==> config.mk <==
export PLATFORM = sky130hd
export DESIGN_NAME = vote_demux
export DESIGN_NICKNAME = d
export VERILOG_FILES = /design/src/rtl/vote_demux_pkg.sv /design/src/rtl/sat_counter.sv /design/src/rtl/vote_demux.sv
export SDC_FILE = /design/constraint.sdc
export NUM_CORES = 1
export LEC_CHECK = 0
export CORE_MARGIN = 3
export CORE_UTILIZATION = 53
export DETAILED_ROUTE_END_ITERATION = 16
export HOLD_SLACK_MARGIN = 0.12
export PLACE_DENSITY = 0.85
export SYNTH_ARGS = -nofsm -noshare
export SYNTH_HDL_FRONTEND = slang
export SYNTH_SLANG_ARGS = --single-unit
==> constraint.sdc <==
create_clock -name clk -period 5 [get_ports clk]
set_input_delay 0.5 -clock clk [delete_from_list [all_inputs] [get_ports clk]]
set_output_delay 0.5 -clock clk [all_outputs]
set_load 0.02 [all_outputs]
==> src/rtl/vote_demux_pkg.sv <==
// Shared definitions for the ballot demux and the result/display logic that reads its tallies.
// State codes and the default tally width live here so both sides agree on them.
package vote_demux_pkg;

  typedef enum logic [1:0] {
    S_IDLE = 2'd0,
    S_EMIT = 2'd1,
    S_HOLD = 2'd2
  } state_t;

  localparam int DEF_CNT_W = 8;

  // Bits needed to count LOCKOUT-1 down to zero; at least one.
  function automatic int hold_w(input int lockout);
    return (lockout > 1) ? $clog2(lockout) : 1;
  endfunction

endpackage

==> src/rtl/sat_counter.sv <==
// Per-lane saturating tally: holds at all-ones instead of wrapping.
// A clear takes priority over an increment on the same edge.
module sat_counter #(
  parameter int CNT_W = 8
) (
  input  logic             clk,
  input  logic             rst,
  input  logic             clr,
  input  logic             inc,
  output logic [CNT_W-1:0] q
);

  logic [CNT_W-1:0] r_q;

  always_ff @(posedge clk) begin
    if (rst)
      r_q <= '0;
    else if (clr)
      r_q <= '0;
    else if (inc && (r_q != {CNT_W{1'b1}}))
      r_q <= r_q + 1'b1;
  end

  assign q = r_q;

endmodule

==> src/rtl/vote_demux.sv <==
// Registered 1-to-N ballot demux: steers one ballot to a lane strobe, keeps per-lane
// saturating tallies, and refuses new ballots for LOCKOUT cycles after each emit.
module vote_demux
  import vote_demux_pkg::*;
#(
  parameter int N_OUT   = 4,
  parameter int SEL_W   = 2,
  parameter int CNT_W   = DEF_CNT_W,
  parameter int LOCKOUT = 4
) (
  input  logic                   clk,
  input  logic                   rst,
  input  logic                   in_valid,
  output logic                   in_ready,
  input  logic [SEL_W-1:0]       in_sel,
  input  logic                   in_bit,
  input  logic                   tally_clr,
  output logic [N_OUT-1:0]       out_valid,
  output logic [N_OUT-1:0]       out_bit,
  output logic [N_OUT*CNT_W-1:0] tally,
  output logic                   sel_err,
  output logic                   busy
);

  localparam int              HW        = hold_w(LOCKOUT);
  localparam int              HOLD_INIT = (LOCKOUT > 0) ? LOCKOUT - 1 : 0;
  localparam logic [HW-1:0]   HOLD_LD   = HW'(HOLD_INIT);
  localparam logic [SEL_W:0]  N_OUT_L   = (SEL_W+1)'(N_OUT);

  state_t             r_state, w_next;
  logic [HW-1:0]      r_hold;
  logic [N_OUT-1:0]   r_out_valid, r_out_bit;
  logic               r_sel_err;
  logic [N_OUT-1:0]   w_hit;
  logic               w_sel_ok, w_accept;

  assign w_sel_ok = ({1'b0, in_sel} < N_OUT_L);
  assign w_accept = in_valid & in_ready;

  always_comb begin
    w_next   = r_state;
    in_ready = 1'b0;
    busy     = 1'b0;
    case (r_state)
      S_IDLE: begin
        in_ready = 1'b1;
        if (in_valid) w_next = S_EMIT;
      end
      S_EMIT: begin
        busy   = 1'b1;
        w_next = (LOCKOUT == 0) ? S_IDLE : S_HOLD;
      end
      S_HOLD: begin
        busy = 1'b1;
        if (r_hold == '0) w_next = S_IDLE;
      end
      default: w_next = S_IDLE;
    endcase
  end

  // Lane outputs are registered at the accept edge so they appear during EMIT.
  always_ff @(posedge clk) begin
    if (rst) begin
      r_state     <= S_IDLE;
      r_hold      <= '0;
      r_out_valid <= '0;
      r_out_bit   <= '0;
      r_sel_err   <= 1'b0;
    end else begin
      r_state <= w_next;
      if (r_state == S_EMIT)
        r_hold <= HOLD_LD;
      else if (r_state == S_HOLD && r_hold != '0)
        r_hold <= r_hold - 1'b1;
      if (w_accept) begin
        r_out_valid <= w_hit;
        r_out_bit   <= w_hit & {N_OUT{in_bit}};
        r_sel_err   <= ~w_sel_ok;
      end else begin
        r_out_valid <= '0;
        r_out_bit   <= '0;
        r_sel_err   <= 1'b0;
      end
    end
  end

  for (genvar i = 0; i < N_OUT; i++) begin : g_lane
    assign w_hit[i] = (in_sel == SEL_W'(i));
    sat_counter #(.CNT_W(CNT_W)) u_cnt (
      .clk (clk),
      .rst (rst),
      .clr (tally_clr),
      .inc (w_accept & w_hit[i] & in_bit),
      .q   (tally[i*CNT_W +: CNT_W])
    );
  end

  assign out_valid = r_out_valid;
  assign out_bit   = r_out_bit;
  assign sel_err   = r_sel_err;

endmodule

==> impl_results.md <==
- Fin util: 0.724
- CTS Sinks: 44
- Period utilization: 0.424
- Area delta synth->final: 29.2%
- Hold-fix buffers, CTS: 0
- Gpl congestion: about 0.89
- Crit Path Category: primary input to flip-flop
- FF/Latch Area: a little under 900 um2
- Worst Setup EP: g_lane[0].u_cnt.q[4]
- Initial antenna violation count: 0
- DP Cell Count: roughly 320
- First-pass GRT wire length: 7.64 mm
- Hold Crit Depth: 2
- Clock Path Buffers: 2
- Min-delay worst type: flip-flop to flip-flop
- Post-route DRC: 0
- Setup crit start kind: primary input
- Clock slew at reported path FFs: ~0.090 ns
- Diode count: 0
- Initial core utilization: 0.560
- WL final: between 4 and 5 mm
- Most frequent cells in the layout: 48 x clkdlybuf4s50_1, 44 x dfxtp_1, 26 x nor2_1
- Outcome: completed
- Area of the mapped netlist: between 0.002 and 0.0025 mm2
- Share of cells above drive strength 1: 0.0601
- NumNets Final: ~300
- Die Footprint: ~0.0047 mm2
- Synth warnings: 0
- Final Hold Viols: 0
- Portion of netlist area occupied by mux cells: 0.0240
- Core area: 0.00372 mm2
- Pre-antenna DRT Iters: 4
- Synth area leader: dfxtp_1
- Async SR Flop Fraction: 0
- Largest net degree at the start of global routing: 25
- Simple-Gate Fraction of Synth Area: 0.283
- Fmax: between 400 and 500 MHz
- Fin cells: roughly 330
- Post-CTS sizing: 0
- Max-Cap Viols: 0
- Setup WS post-layout: roughly 2.9 ns
- Pwr dens: about 270 mW/mm2
- Vias/cell: around 5.7
- Die Span X: roughly 69 um
- Adder-cell area share of the yosys netlist: 0.0541
- Reg2reg setup slack: roughly 3.2 ns
- Critical path capture point type: flip-flop
- Top_reg_cell synth: dfxtp_1
- IO Pins: 50
- Maximum VDD drop: 192 uV
- XOR/XNOR share of the synthesized area: 0.0294
- Sequential fraction of the synthesis area: 0.423
- R2r endpoint: g_lane[1].u_cnt.q[7]
- Setup TNS: 0 ns
- Slew @ Worst Pin: roughly 0.76 ns
- Post-Synthesis Cells: about 230
- Critical Path Start: rst
- Synth unique cells: 45
- Skew final: 0.0131 ns
- Multi-input gate area: about 0.0011 mm2
- Fillers: between 200 and 300
- Hold Path Origin: r_hold[1]
- Worst R2R Start: r_state[1]
- Setup-failing EPs final: 0
- Die Span Y: between 60 and 70 um
- Synth Area in Compound Gates: 0.150
- Leakage power: approximately 1 nW
- Slew headroom: 0.492
- Vias in the first global route: 1,686
- Clk_lat worst skew: 0.30 ns
- Mean post-synth cell area: approximately 8.9 um2
- CTS tree: done
- Synth area leaders: dfxtp_1 42%, ha_1 5.4%, nor2_1 4.7%
- Commonest non-fill, non-tap cell in the layout: clkdlybuf4s50_1
- Cell Rows: 22
- Pre-CTS setup slack: 2.56 ns
- Vias: 1,903
- Min Tclk post-route: approximately 2.1 ns
- Clock Root Buffer: clkbuf_8
- H-tree depth reported by CTS: 2
- Port Buffers: 48
- Syn_nets: 250
- WL/cell: approximately 14 um
- Post-CTS Setup Bufs: 0
- Share of the synthesized area in the top cell type: 0.423
- EDFF count, synth: 0
- Worst Path Required: between 5 and 6 ns
- Total gr overflow: 0
- Post-route ant nets: 0
- CTS buffer count: 5
- RSZ-0062 raised after global routing: no
- R2R cell count: 6
- #FFs+latches synth: 44
- Final Slew Violations: 0
- Crit path DAT: 2.36 ns
- Worst-path maximum fanout: 24
- Initial detailed-routing violation count: ~180
- Final Total Pwr: approximately 0.7 mW
- Global Route Usage Sum: 0.211
- Largest family of logic cells by synthesized area: simple AND/OR/NAND/NOR gates
- Hpwl dp: between 3 and 4 mm
==> per-layer routing <==
metal	routed length (um)	vias up	GRT usage
met1	2120	891	0.289
met5	0	-	0
met3	211	5	0.0357
li1	-	958	-
met4	33	0	0.0521
met2	2200	49	0.344
==> metrics by stage <==
stage | area, um2 | hold slack (ns)
6_report | 2690 | 0.513
5_1_grt | 2690 | 0.535
4_1_cts | 2690 | 0.513
3_5_place_dp | 2590 | 0.490
3_3_place_gp | 2590 | 0.476
2_1_floorplan | 2080 | 0.461
==> synthesized netlist by cell type, types with 2 or more instances <==
| master | n |
|---|---|
| o31ai_1 | 2 |
| and4_4 | 2 |
| a211oi_1 | 3 |
| nand3b_1 | 4 |
| or4_1 | 3 |
| mux2i_1 | 5 |
| and3_1 | 2 |
| o21ai_0 | 8 |
| a31oi_1 | 5 |
| or3_1 | 6 |
| o21a_1 | 3 |
| xor2_1 | 5 |
| nor3_1 | 10 |
| nand3_1 | 17 |
| ha_1 | 9 |
| xnor2_1 | 2 |
| nand2_1 | 10 |
| clkbuf_1 | 6 |
| nand2b_1 | 2 |
| inv_1 | 11 |
| o2111ai_1 | 3 |
| o211a_1 | 4 |
| nand4_1 | 7 |
| nor2_1 | 26 |
| dfxtp_1 | 44 |
| a21oi_1 | 8 |
| nor4_1 | 8 |
| o211ai_1 | 2 |
==> worst min path at each step <==
stage	to	slack, ns
2_1_floorplan	r_hold[1]	0.46
5_1_grt	g_lane[1].u_cnt.q[1]	0.53
4_1_cts	r_hold[1]	0.51
3_5_place_dp	r_hold[1]	0.49
6_report	r_hold[1]	0.51
3_3_place_gp	r_hold[1]	0.48
==> power by group <==
part           total [mW]  internal, mW  switching [mW]
combinational       0.120        0.0476          0.0725
clock               0.232         0.112           0.120
sequential          0.367         0.361         0.00648
==> critical path, cell delays in order <==
cell,delay (ns)
clkdlybuf4s50_1,0.62
or2_2,0.60
or4_1,0.55
o21ai_0,0.07
==> kinds of logic after synthesis <==
| group | count (synthesis) |
|---|---|
| AND/OR/NAND/NOR | 107 |
| flip-flops | 44 |
| AO/OA/AOI/OAI | 43 |
| buffers and inverters | 18 |
| adder cells (fa/ha/maj) | 9 |
| XOR/XNOR | 7 |
| multiplexers | 5 |
| other | 1 |
==> area by class of cell <==
| cell class | instances | share of cell area |
|---|---|---|
| multi-input combinational | 172 | 0.420 |
| sequential | 44 | 0.327 |
| timing repair buffer | 48 | 0.179 |
| clock buffer | 6 | 0.0307 |
| tap | 48 | 0.0223 |
| inverter | 11 | 0.0153 |
| clock inverter | 2 | 0.00558 |
==> sequential cells by signal, summed over array words and instances (netlist names) <==
register,count
out_bit,4
r_state,2
g_lane.u_cnt.q,32
r_hold,2
out_valid,4
Power figures use the tool's default switching activity.
